==> src/rtl/wb_mem_arbiter.sv <==
// wb_mem_arbiter
// Round-robin arbiter that shares one Wishbone bridge port between
// NUM_MASTERS Wishbone requesters. A granted request's fields are latched into
// registered bridge-side outputs and held until the bridge returns ack or err.
// The arbiter then spends one cycle in IDLE so the bridge's per-transfer done
// flags clear before the next request is issued.
//
// Ports:
//   clk                      clock, rising edge
//   rst                      asynchronous active-low reset
//   m_cyc_i/m_stb_i/m_we_i   per-master cycle, strobe and write enable
//   m_adr_i/m_dat_i/m_sel_i  per-master address/data/byte selects, master i in slice i
//   m_ack_o/m_err_o          per-master completion, only the live owner sees it
//   m_dat_o                  read data broadcast to all masters
//   s_cyc_o/s_stb_o/s_we_o   bridge-side cycle, strobe, write enable
//   s_adr_o/s_dat_o/s_sel_o  bridge-side latched address, write data, byte selects
//   s_ack_i/s_err_i/s_dat_i  bridge completion and read data
//   grant_o                  one-hot current owner, 0 in IDLE
//   busy_o                   high while a transfer is outstanding
module wb_mem_arbiter #(
    parameter int NUM_MASTERS = 2,
    parameter int DATA_WIDTH  = 64,
    parameter int ADDR_WIDTH  = 32
) (
    input  logic                               clk,
    input  logic                               rst,
    input  logic [NUM_MASTERS-1:0]             m_cyc_i,
    input  logic [NUM_MASTERS-1:0]             m_stb_i,
    input  logic [NUM_MASTERS-1:0]             m_we_i,
    input  logic [NUM_MASTERS*ADDR_WIDTH-1:0]  m_adr_i,
    input  logic [NUM_MASTERS*DATA_WIDTH-1:0]  m_dat_i,
    input  logic [NUM_MASTERS*DATA_WIDTH/8-1:0] m_sel_i,
    output logic [NUM_MASTERS-1:0]             m_ack_o,
    output logic [NUM_MASTERS-1:0]             m_err_o,
    output logic [DATA_WIDTH-1:0]              m_dat_o,
    output logic                               s_cyc_o,
    output logic                               s_stb_o,
    output logic                               s_we_o,
    output logic [ADDR_WIDTH-1:0]              s_adr_o,
    output logic [DATA_WIDTH-1:0]              s_dat_o,
    output logic [DATA_WIDTH/8-1:0]            s_sel_o,
    input  logic                               s_ack_i,
    input  logic                               s_err_i,
    input  logic [DATA_WIDTH-1:0]              s_dat_i,
    output logic [NUM_MASTERS-1:0]             grant_o,
    output logic                               busy_o
);

    localparam int SEL_WIDTH = DATA_WIDTH / 8;
    localparam int IDX_W     = (NUM_MASTERS > 1) ? $clog2(NUM_MASTERS) : 1;

    typedef enum logic {IDLE, BUSY} state_t;

    state_t                 state_reg, state_next;
    logic [NUM_MASTERS-1:0] grant_reg, grant_next;
    logic [IDX_W-1:0]       last_reg, last_next;
    logic                   abort_reg, abort_next;
    logic                   s_we_reg, s_we_next;
    logic [ADDR_WIDTH-1:0]  s_adr_reg, s_adr_next;
    logic [DATA_WIDTH-1:0]  s_dat_reg, s_dat_next;
    logic [SEL_WIDTH-1:0]   s_sel_reg, s_sel_next;

    logic [NUM_MASTERS-1:0] req;
    logic [ADDR_WIDTH-1:0]  adr_arr [NUM_MASTERS];
    logic [DATA_WIDTH-1:0]  dat_arr [NUM_MASTERS];
    logic [SEL_WIDTH-1:0]   sel_arr [NUM_MASTERS];

    // Unpack the flat per-master buses so the winner can be picked by index.
    generate
        for (genvar gi = 0; gi < NUM_MASTERS; gi++) begin : g_unpack
            assign req[gi]     = m_cyc_i[gi] & m_stb_i[gi];
            assign adr_arr[gi] = m_adr_i[gi*ADDR_WIDTH +: ADDR_WIDTH];
            assign dat_arr[gi] = m_dat_i[gi*DATA_WIDTH +: DATA_WIDTH];
            assign sel_arr[gi] = m_sel_i[gi*SEL_WIDTH +: SEL_WIDTH];
        end
    endgenerate

    // Round-robin search starting just after the last winner.
    logic             found;
    logic [IDX_W-1:0] sel_idx;
    logic [IDX_W-1:0] cand;
    int               idx;

    always_comb begin
        found   = 1'b0;
        sel_idx = '0;
        cand    = '0;
        idx     = 0;
        for (int k = 1; k <= NUM_MASTERS; k++) begin
            idx = int'(last_reg) + k;
            if (idx >= NUM_MASTERS) idx = idx - NUM_MASTERS;
            cand = IDX_W'(idx);
            if (!found && req[cand]) begin
                found   = 1'b1;
                sel_idx = cand;
            end
        end
    end

    // Owner still in its cycle; once it has let go, the outstanding bridge
    // completion must be swallowed even if the master re-raises cyc later.
    logic owner_cyc;
    logic fwd;

    assign owner_cyc = |(grant_reg & m_cyc_i);
    assign fwd       = (state_reg == BUSY) && owner_cyc && !abort_reg;

    always_comb begin
        state_next = state_reg;
        grant_next = grant_reg;
        last_next  = last_reg;
        abort_next = abort_reg;
        s_we_next  = s_we_reg;
        s_adr_next = s_adr_reg;
        s_dat_next = s_dat_reg;
        s_sel_next = s_sel_reg;
        case (state_reg)
            IDLE: begin
                if (found) begin
                    state_next          = BUSY;
                    grant_next          = '0;
                    grant_next[sel_idx] = 1'b1;
                    last_next           = sel_idx;
                    abort_next          = 1'b0;
                    s_we_next           = m_we_i[sel_idx];
                    s_adr_next          = adr_arr[sel_idx];
                    s_dat_next          = dat_arr[sel_idx];
                    s_sel_next          = sel_arr[sel_idx];
                end
            end
            BUSY: begin
                if (!owner_cyc) abort_next = 1'b1;
                if (s_ack_i || s_err_i) begin
                    state_next = IDLE;
                    grant_next = '0;
                end
            end
            default: begin
                state_next = IDLE;
                grant_next = '0;
            end
        endcase
    end

    always_ff @(posedge clk or negedge rst) begin
        if (!rst) begin
            state_reg <= IDLE;
            grant_reg <= '0;
            last_reg  <= IDX_W'(NUM_MASTERS - 1);
            abort_reg <= 1'b0;
            s_we_reg  <= 1'b0;
            s_adr_reg <= '0;
            s_dat_reg <= '0;
            s_sel_reg <= '0;
        end else begin
            state_reg <= state_next;
            grant_reg <= grant_next;
            last_reg  <= last_next;
            abort_reg <= abort_next;
            s_we_reg  <= s_we_next;
            s_adr_reg <= s_adr_next;
            s_dat_reg <= s_dat_next;
            s_sel_reg <= s_sel_next;
        end
    end

    assign busy_o  = (state_reg == BUSY);
    assign s_cyc_o = busy_o;
    assign s_stb_o = busy_o;
    assign s_we_o  = s_we_reg;
    assign s_adr_o = s_adr_reg;
    assign s_dat_o = s_dat_reg;
    assign s_sel_o = s_sel_reg;
    assign grant_o = grant_reg;
    assign m_dat_o = s_dat_i;
    assign m_ack_o = (fwd && s_ack_i) ? grant_reg : '0;
    assign m_err_o = (fwd && s_err_i) ? grant_reg : '0;

endmodule

==> config.mk <==
export PLATFORM = sky130hd
export DESIGN_NAME = wb_mem_arbiter
export DESIGN_NICKNAME = d
export VERILOG_FILES = /design/src/rtl/wb_mem_arbiter.sv
export SDC_FILE = /design/constraint.sdc
export NUM_CORES = 1
export LEC_CHECK = 0
export BUFFER_PORTS_ARGS = -buffer_cell sky130_fd_sc_hd__buf_2
export CAP_MARGIN = 30
export CORE_AREA = 2 2 181 183
export CTS_BUF_LIST = sky130_fd_sc_hd__clkbuf_4
export CTS_CLUSTER_DIAMETER = 150
export DETAILED_ROUTE_END_ITERATION = 16
export DIE_AREA = 0 0 183 185
export HOLD_SLACK_MARGIN = 0.03
export PLACE_DENSITY = 0.39
export SLEW_MARGIN = 10
export SYNTH_ARGS = -nofsm -noshare
export SYNTH_HDL_FRONTEND = slang
export SYNTH_SLANG_ARGS = --single-unit
export TNS_END_PERCENT = 10
==> constraint.sdc <==
create_clock -name clk -period 2.05 [get_ports clk]
set_clock_uncertainty 0.05 [all_clocks]
set_input_delay 0.205 -clock clk [delete_from_list [all_inputs] [get_ports clk]]
set_output_delay 0.205 -clock clk [all_outputs]
set_load 0.005 [all_outputs]
==> results.md, run 1 <==
- After detailed routing, the number of vias per cell comes to 4.34.
- Setup violations remaining at the end of the flow were counted as 0.
- Row generation in the floorplan step produced 66 rows.
- The tree built by TritonCTS fans out to 110 sinks.
- 0 antenna diodes ended up in the layout.
- Synthesis inferred 110 register bits.
- For this run, the leading register cell type out of synthesis is sky130_fd_sc_hd__dfrtp_1.
- The total power per unit cell area is 659 mW/mm^2.
- In this design, the stage delay of the slowest critical-path cell is 0.39 ns.
- The total die area is 0.0339 sq mm.
- Of the total power, the clock network draws 0.169.
- The placed instances occupy a cell area of 0.00717 sq mm.
- The overall global routing resource usage is 0.130.
- The endpoint required time on the critical path is 1.79 ns.
- Counting flops with a built-in enable in the synthesized netlist gives 0.
- The reported net switching power is 2030 uW.
- Pin placement for this block handled 460 I/O pins.
- In this run the deepest clock path goes through 2 buffers.
- The number of placed instances, taps included is 1,095.
- The clock tree from TritonCTS is built.
- In this run the remaining antenna-violating nets after routing total 0.
- The initial antenna violation count is 0.
- The category of the worst setup path launch point is a flip-flop.
- Counting distinct cell types in the post-synthesis netlist gives 23.
- The overall via count from detail_route is 5,748.
- The leakage power of the design is 0.00433 uW.
- The type of element capturing the critical path is a primary output.
- At the later pin of the worst-skew pair, clock insertion delay measures 0.49 ns.
- In the synthesized netlist the async set-or-reset flop fraction comes to 1.00.
- The number of max-slew violations in the final report is 0.
- Setup repair after global routing could not meet its margin everywhere.
- The final cell count without fillers is 1,324.
- The via count of the first global-routing pass is 6,105.
- The synthesized design spends more area on one cell type than any other, namely sky130_fd_sc_hd__dfrtp_1.
- In this run the worst path has a maximum fanout of 5.
- The ratio of final minimum period to clock period is 0.936.
- The starting utilization of the core area is 0.171.
- Of the synthesized area, sequential elements account for 0.503.
- The max-cap violation count is 0.
- The slowest stage of the critical path belongs to the cell sky130_fd_sc_hd__dfrtp_2.
- The completed layout was analyzed and its total power is 6230 uW.
- The wire length after detailed routing is 23.2 mm.
- The first global-routing pass estimated 34.4 mm of wire.
- The final HPWL from detailed placement is 14.3 mm.
- In this run, CTS created clock tree buffers numbering 9.
- The die extent in y is 185 um.
- The maximum vdd drop is 0.268 mV.
- For this block, the initial DRC count from the detailed router was 204.
- The path class of the tightest hold or removal check is input pin to flip-flop.
- Walking the worst path, the cells encountered are inv_1, nor4b_4, and2_1, buf_2.
- The worst pin sits at a relative slew slack of 0.564.
- The number of buffers and inverters on the critical path is 2.
- The net count of the finished layout is 1,193.
- The setup path with the least slack is of type flip-flop to primary output.
- In the global route stage, met2 resource usage came out at 0.236.
- Of the total power, combinational logic draws 0.354.
- Dividing the detail-routed wire length by the instance count gives 17.5 um.
- A synthesized cell averages 12.0 sq um.
- The number of flip-flops in the largest register is 64.
- The critical path arrival is 1.66 ns.
- The die is 183 um wide.
- In the global route stage, met1 resource usage came out at 0.148.
- The count of input and output buffers is 331.
- The maximum number of pins on one net before global-route repair is 111.
- The root buffer cell chosen for the clock tree is sky130_fd_sc_hd__clkbuf_4.
- The flow ran to the end, and the final reports show no timing, DRC or antenna violations.
- Routability-driven placement finished with a final weighted congestion of 0.686.
- From synthesis to final layout, the design area changed by 72.4%.
- The H-tree was split into 3 levels.
- The area of the core region is 0.0320 sq mm.
- The total non-filler cell area in the finished layout is 0.00944 sq mm.
- The number of synthesis warnings is 0.
- The measured slew at the worst slew-check pin is 0.655 ns.
- The dominant delay contributor by cell family on the critical path is simple AND/OR/NAND/NOR gates.
- Internal power comes to 4200 uW.
- The share of final-layout standard cells stronger than drive strength 1 is 0.401.
- Of the post-synthesis cell area, the dominant cell type holds 0.498.
- Ranked by total cell area, the synthesized netlist is headed by sky130_fd_sc_hd__dfrtp_1, sky130_fd_sc_hd__a221o_1, sky130_fd_sc_hd__nor3b_1, sky130_fd_sc_hd__buf_4, sky130_fd_sc_hd__buf_2.
- The maximum clock rate is 0.521 GHz.
- For this run, design rule violations remaining after detail routing come to 0.
- The area of the mapped netlist is 0.00548 sq mm.
- The smallest clock period supported by the final layout is computed as 1.92 ns.
- Of the total power, the share spent switching nets is 0.326.
- The share of total power in sequential cells is 0.477.
- The count of final hold-check violations was 0.
- The busiest layer in global routing is met2.
- The net count of the mapped netlist is 739.
- For this run, global-route usage on met3 was measured as 0.0372.
- After clock tree synthesis, the clock-pin slew on the worst setup and hold paths is 0.19 ns.
- On the final layout, the worst hold slack is 0.122 ns.
- For this run, the detailed router's first-pass iteration total came to 4.
- Synthesis handed over a netlist of 457 instances.
- Summed over all layers, the global routing overflow is 0.
[cells by family (layout without fill, tap and decap cells)]
family,after synthesis,in the layout,synth area share
flip-flops,110,110,0.503
AO/OA/AOI/OAI,115,115,0.206
buffers and inverters,113,572,0.131
AND/OR/NAND/NOR,119,119,0.160
[cell usage after synthesis (2+ instances only)]
library cell,count
sky130_fd_sc_hd__a21o_1,2
sky130_fd_sc_hd__a21oi_1,3
sky130_fd_sc_hd__a221o_1,105
sky130_fd_sc_hd__and2_1,4
sky130_fd_sc_hd__buf_2,17
sky130_fd_sc_hd__buf_4,73
sky130_fd_sc_hd__clkbuf_1,22
sky130_fd_sc_hd__dfrtp_1,109
sky130_fd_sc_hd__nand2_1,2
sky130_fd_sc_hd__nor2_1,2
sky130_fd_sc_hd__nor3b_1,105
sky130_fd_sc_hd__nor4b_1,2
[metal layers]
layer,routed length [um],share of wire
met1,9410,0.41
met2,11800,0.51
met3,1600,0.069
met4,374,0.016
met5,0,0
[placed cells by master (no fill, tap or decap), drive strengths merged, types with 3 or more instances in the layout]
cell / instances
buf: 343
nand2: 3
nor3b: 105
clkbuf: 9
a21oi: 3
a221o: 105
clkinv: 6
dfrtp: 109
dlygate4sd3: 212
and2: 4
[worst reg2reg max path: stages (launching register included)]
cell,delay [ns]
sky130_fd_sc_hd__dfrtp_2,0.39
sky130_fd_sc_hd__buf_4,0.15
sky130_fd_sc_hd__or3b_2,0.47
sky130_fd_sc_hd__dlygate4sd3_1,0.58
sky130_fd_sc_hd__nand2_1,0.07
[metrics by stage]
stage                     utilization  worst slack, ns  TNS, ns
final                           0.295            0.130        0
after global routing            0.295          -0.0144  -0.0276
after CTS                       0.294           0.0308        0
after detailed placement        0.224            0.242        0
after global placement          0.224            0.325        0
after floorplan                     -            0.497        0
[final cells by class]
class / count / area [sq um]
tap: 408 / 510
timing repair buffer: 555 / 4010
clock inverter: 7 / 41.3
multi-input combinational: 234 / 2050
inverter: 1 / 3.75
sequential: 110 / 2760
fill: 3352 / 22600
clock buffer: 9 / 67.6
[power groups by stage]
stage / Sequential, uW / Combinational [uW] / Clock (uW)
after detailed placement: 2990 / 1880 / 0
after floorplan: 3030 / 875 / 0
after global placement: 3010 / 1880 / 0
after global routing: 3040 / 2390 / 1240
final: 2970 / 2200 / 1050
after CTS: 2960 / 2210 / 1160
[path summary, 6_finish.rpt]
path | start | endpoint | slack (ns) | cells past startpoint
setup / recovery | busy_o | m_err_o[1] | 0.13 | 4
hold / removal | m_cyc_i[0] | abort_reg | 0.12 | 3
setup reg to reg | busy_o | busy_o | 0.30 | 4
hold reg to reg | s_sel_o[4] | s_sel_o[4] | 0.48 | 1
max in group asynchronous | rst | s_adr_o[21] | 1.17 | 3
min in group asynchronous | rst | s_dat_o[50] | 0.27 | 3
[repair_timing]
action                     4_1_cts  5_1_grt
setup endpoints to repair        4        4
hold buffers                   212        0
buffers inserted                 1        0
gates resized for setup          4        3
hold endpoints to repair       216        0
(Power assumes the default switching activity.)
==> run 2: changes to the inputs <==
Settings changed: BUFFER_PORTS_ARGS -buffer_cell sky130_fd_sc_hd__buf_2 to default, CORE_AREA 2 2 181 183 to 2 2 178 180, DIE_AREA 0 0 183 185 to 0 0 180 182, DONT_BUFFER_PORTS from default to 1, PLACE_DENSITY 0.39 to 0.3.
==> results.md, run 2 <==
- The flow did not finish.
- The last stage reached is 4_1_cts.
- The first error in the log reads "[ERROR RSZ-0060] Max buffer count reached".
- The number of nets handed over by synthesis was 739.
- The number of different library cells used by synthesis comes to 23.
- The number of cells upsized or downsized after cts is 1.
- The leading register cell type out of synthesis is sky130_fd_sc_hd__dfrtp_1.
- The total I/O pin count is 460.
- The number of buffers inserted during clock tree synthesis is 9.
- The floorplan has 65 rows.
- The average instance area after synthesis is 12.0 sq um.
- The flop and latch count out of synthesis is 110.
- The proportion of register bits with asynchronous set or reset after synthesis is 1.00.
- The sequential fraction of the synthesis area is 0.503.
- The library cell used as clock root buffer is sky130_fd_sc_hd__clkbuf_4.
- The width of the die is 180 um.
- The number of clock sinks is 110.
- The number of synthesized flops with an enable pin is 0.
- Buffers placed on the I/O ports in this run total 0.
- sky130_fd_sc_hd__dfrtp_1 takes more of the synthesized area than any other cell.
- The number of buffers on the longest clock path is 2.
- The library cell with the highest instance count after synthesis is sky130_fd_sc_hd__dfrtp_1.
- The total setup buffers inserted after CTS is 0.
- The pre-CTS setup slack is 0.326 ns.
- The initial utilization of the core area, before any placement, comes to 0.177.
- The wire-length estimate of the detail-placed layout is 12.1 mm.
- After clock tree synthesis, the flow added hold-fix buffers numbering 156.
- The H-tree depth reported by CTS is 3.
- After technology mapping, the gate count stands at 457.
- The die extent in y is 182 um.
- The cell area that synthesis handed to floorplanning was 0.00548 sq mm.
- Ranked by instance count, the synthesized netlist is headed by sky130_fd_sc_hd__dfrtp_1, sky130_fd_sc_hd__a221o_1, sky130_fd_sc_hd__nor3b_1, sky130_fd_sc_hd__buf_4, sky130_fd_sc_hd__clkbuf_1.
- Yosys printed 0 warnings.
- Of the post-synthesis cell area, the dominant cell type holds 0.498.
- At the end of routability-driven placement, the weighted congestion stood at 0.729.
- After synthesis, the cell types taking the most area are sky130_fd_sc_hd__dfrtp_1, sky130_fd_sc_hd__a221o_1, sky130_fd_sc_hd__nor3b_1, sky130_fd_sc_hd__buf_4, sky130_fd_sc_hd__buf_2.
## run 2: per-stage QoR
stage / hold WS, ns / utilization / cell area, sq um / std cells
floorplan: -0.141 / - / 5480 / 457
global placement: -0.137 / 0.177 / 5490 / 759
detailed placement: -0.138 / 0.177 / 5490 / 759
## run 2: logic make-up after synthesis
| family | share of synthesized area |
|---|---|
| buf+inv | 0.131 |
| flops | 0.503 |
| compound gates | 0.206 |
| simple gates | 0.160 |
==> run 3: changes to the inputs <==
Settings changed: CORE_AREA 2 2 178 180 to 2 2 181 183, CTS_BUF_LIST sky130_fd_sc_hd__clkbuf_4 to default, CTS_CLUSTER_DIAMETER 150 to default, DIE_AREA 0 0 180 182 to 0 0 183 185, HOLD_SLACK_MARGIN 0.03 to default, PLACE_DENSITY 0.3 to default, PLACE_DENSITY_LB_ADDON from default to 0.15.
==> results.md, run 3 (synthesized netlist as in run 1, its figures left out) <==
- The run finished, with violations left.
- The final reports fail on negative hold slack.
- Counting the fill cells in the layout gives 3,390.
- The total I/O pin count is 460.
- The measured slew at the worst slew-check pin is 0.456 ns.
- The core region is 0.0320 sq mm.
- The share of final-layout standard cells stronger than drive strength 1 is 0.0747.
- The number of buffers inserted during clock tree synthesis is 9.
- The HPWL after detailed placement is 12.1 mm.
- Before antenna repair, the detailed router went through 4 iterations.
- The final RePlAce weighted congestion is 0.706.
- The initial antenna violation count is 0.
- Walking the worst path, the cells encountered are inv_1, nor4b_1, and2_1.
- The die covers 0.0339 sq mm.
- The die is 183 um wide.
- For this run, the total global-route usage over all layers was measured as 0.100.
- The net count of the finished layout is 759.
- The number of DRC violations after detailed routing is 0.
- The endpoint required time on the critical path is 1.79 ns.
- The leakage power of the design is 0.00259 uW.
- The maximum vdd drop is 0.375 mV.
- The number of clock sinks is 110.
- The cell with the largest stage delay on the worst path is sky130_fd_sc_hd__nor4b_1.
- The number of setup violations in the final report is 0.
- The register with the most flip-flops in the layout has 64 of them.
- In the final layout, flip-flops and latches occupy 0.00275 sq mm.
- The first global-routing pass estimated 25.7 mm of wire.
- The area used by multi-input combinational logic is 0.00202 sq mm.
- The count of buffers added on input and output ports is 0.
- The type of element capturing the critical path is a primary output.
- The H-tree generated during clock tree synthesis spans 3 levels.
- Across all hold checks on the routed design, the worst slack comes to -0.524 ns.
- The worst pin sits at a relative slew slack of 0.692.
- The clock tree from TritonCTS is built.
- Of the available clock period, the critical path in the final layout requires 0.961.
- The number of buffers on the longest clock path is 2.
- The library cell used as clock root buffer is sky130_fd_sc_hd__clkbuf_16.
- Entering global routing, the biggest net connects 111 pins.
- STA classifies the critical path startpoint as a flip-flop.
- The final routed wire length divided by cell count is 20.4 um.
- Leaving out fill and tap cells, the most frequent cells in the layout are sky130_fd_sc_hd__dfrtp_1, sky130_fd_sc_hd__dlygate4sd3_1, sky130_fd_sc_hd__nor3b_1, sky130_fd_sc_hd__a221o_1, sky130_fd_sc_hd__clkbuf_16.
- In the final timing run, aggregate negative setup slack is 0 ns.
- The latest clock arrival within the worst-skew pair is 0.36 ns.
- After clock tree synthesis, the clock-pin slew on the worst setup and hold paths is 0.08 ns.
- The critical path start-end classification is flip-flop to primary output.
- Setup slack closes at 0.0795 ns.
- The total buffers and inverters traversed by the critical path is 1.
- The starting utilization of the core area is 0.171.
- In this run the power density over the cells is 896 mW/mm^2.
- The min-delay analysis places its worst path in the category input pin to async pin.
- The number of antenna-violating nets in the routed design is 0.
- The number of cells upsized or downsized after cts is 0.
- The maximum clock rate is 0.507 GHz.
- On the critical path the largest part of the delay comes from simple AND/OR/NAND/NOR gates.
- The count of final hold-check violations is 110.
- The number of max-slew violations in the final report came to 0.
- The die extent in y is 185 um.
- The count of standard-cell rows is 66.
- The most frequent standard cell in the layout excluding fill and tap cells is sky130_fd_sc_hd__dfrtp_1.
- The maximum fanout count along the critical path is 6.
- The routed via count divided by cell count is 4.62.
- The pre-CTS setup slack is 0.188 ns.
- The largest single stage delay on the critical path is 0.49 ns.
- The final layout contains routed wiring with a total length of 18.2 mm.
- The tool flagged a number of max-cap violations equal to 0.
- The via count of the first global-routing pass is 4,377.
- The overall via count from detail_route is 4,117.
- After clock tree synthesis, the flow added hold-fix buffers numbering 107.
- The critical path arrival is 1.72 ns.
- The first routing iteration left 182 violations.
- Subtracting the final worst setup slack from the clock period gives 1.97 ns.
- Setup repair after global routing could not meet its margin everywhere.
- The area growth from synthesis to layout is 25.0%.
- The total global routing overflow is 0.
[run 3: timing repair]
item / CTS / global route
setup buffers: 0 / 0
endpoints found under the hold margin: 216 / 110
setup endpoints to repair: 0 / 4
[run 3: layer usage]
| layer | part of all wire | vias up | wire length [um] | GRT usage |
|---|---|---|---|---|
| li1 | - | 1749 | - | - |
| met1 | 0.37 | 2069 | 6740 | 0.104 |
| met2 | 0.53 | 264 | 9560 | 0.185 |
| met3 | 0.077 | 35 | 1410 | 0.0305 |
| met4 | 0.026 | 0 | 467 | 0.0470 |
| met5 | 0 | - | 0 | 0 |
[run 3: worst paths after layout]
| kind | slack [ns] | start | end | cells after the start |
|---|---|---|---|---|
| max reg2reg | 0.22 | busy_o | s_adr_o[7] | 5 |
| max in group asynchronous | 2.25 | rst | last_reg | 0 |
| min reg2reg | 0.48 | abort_reg | abort_reg | 1 |
| min | -0.52 | rst | s_dat_o[30] | 0 |
| max | 0.08 | busy_o | m_ack_o[0] | 3 |
| min in group clk | 0.04 | m_cyc_i[1] | abort_reg | 2 |
[run 3: through the flow]
step                      power, uW  utilization  instances  instance area (sq um)  hold WS (ns)
after global routing           6480        0.214        890                   6840        -0.551
after global placement         4170        0.171        767                   5470        -0.138
after CTS                      6230        0.214        890                   6840        -0.541
after detailed placement       4160        0.171        767                   5470        -0.138
final                          6130        0.214        891                   6850        -0.524
after floorplan                3900            -        457                   5480        -0.141
[run 3: power breakdown]
part | internal (uW) | switching, uW | total (uW)
Combinational | 669 | 459 | 1130
Sequential | 2680 | 487 | 3170
Clock | 952 | 887 | 1840
[run 3: final cells by class]
class | instances | area share
Antenna cell | 1 | 0.000365
Clock buffer | 9 | 0.0329
Clock inverter | 7 | 0.0110
Inverter | 1 | 0.000548
Multi-Input combinational cell | 234 | 0.296
Sequential cell | 110 | 0.402
Tap cell | 408 | 0.0746
Timing Repair Buffer | 121 | 0.183
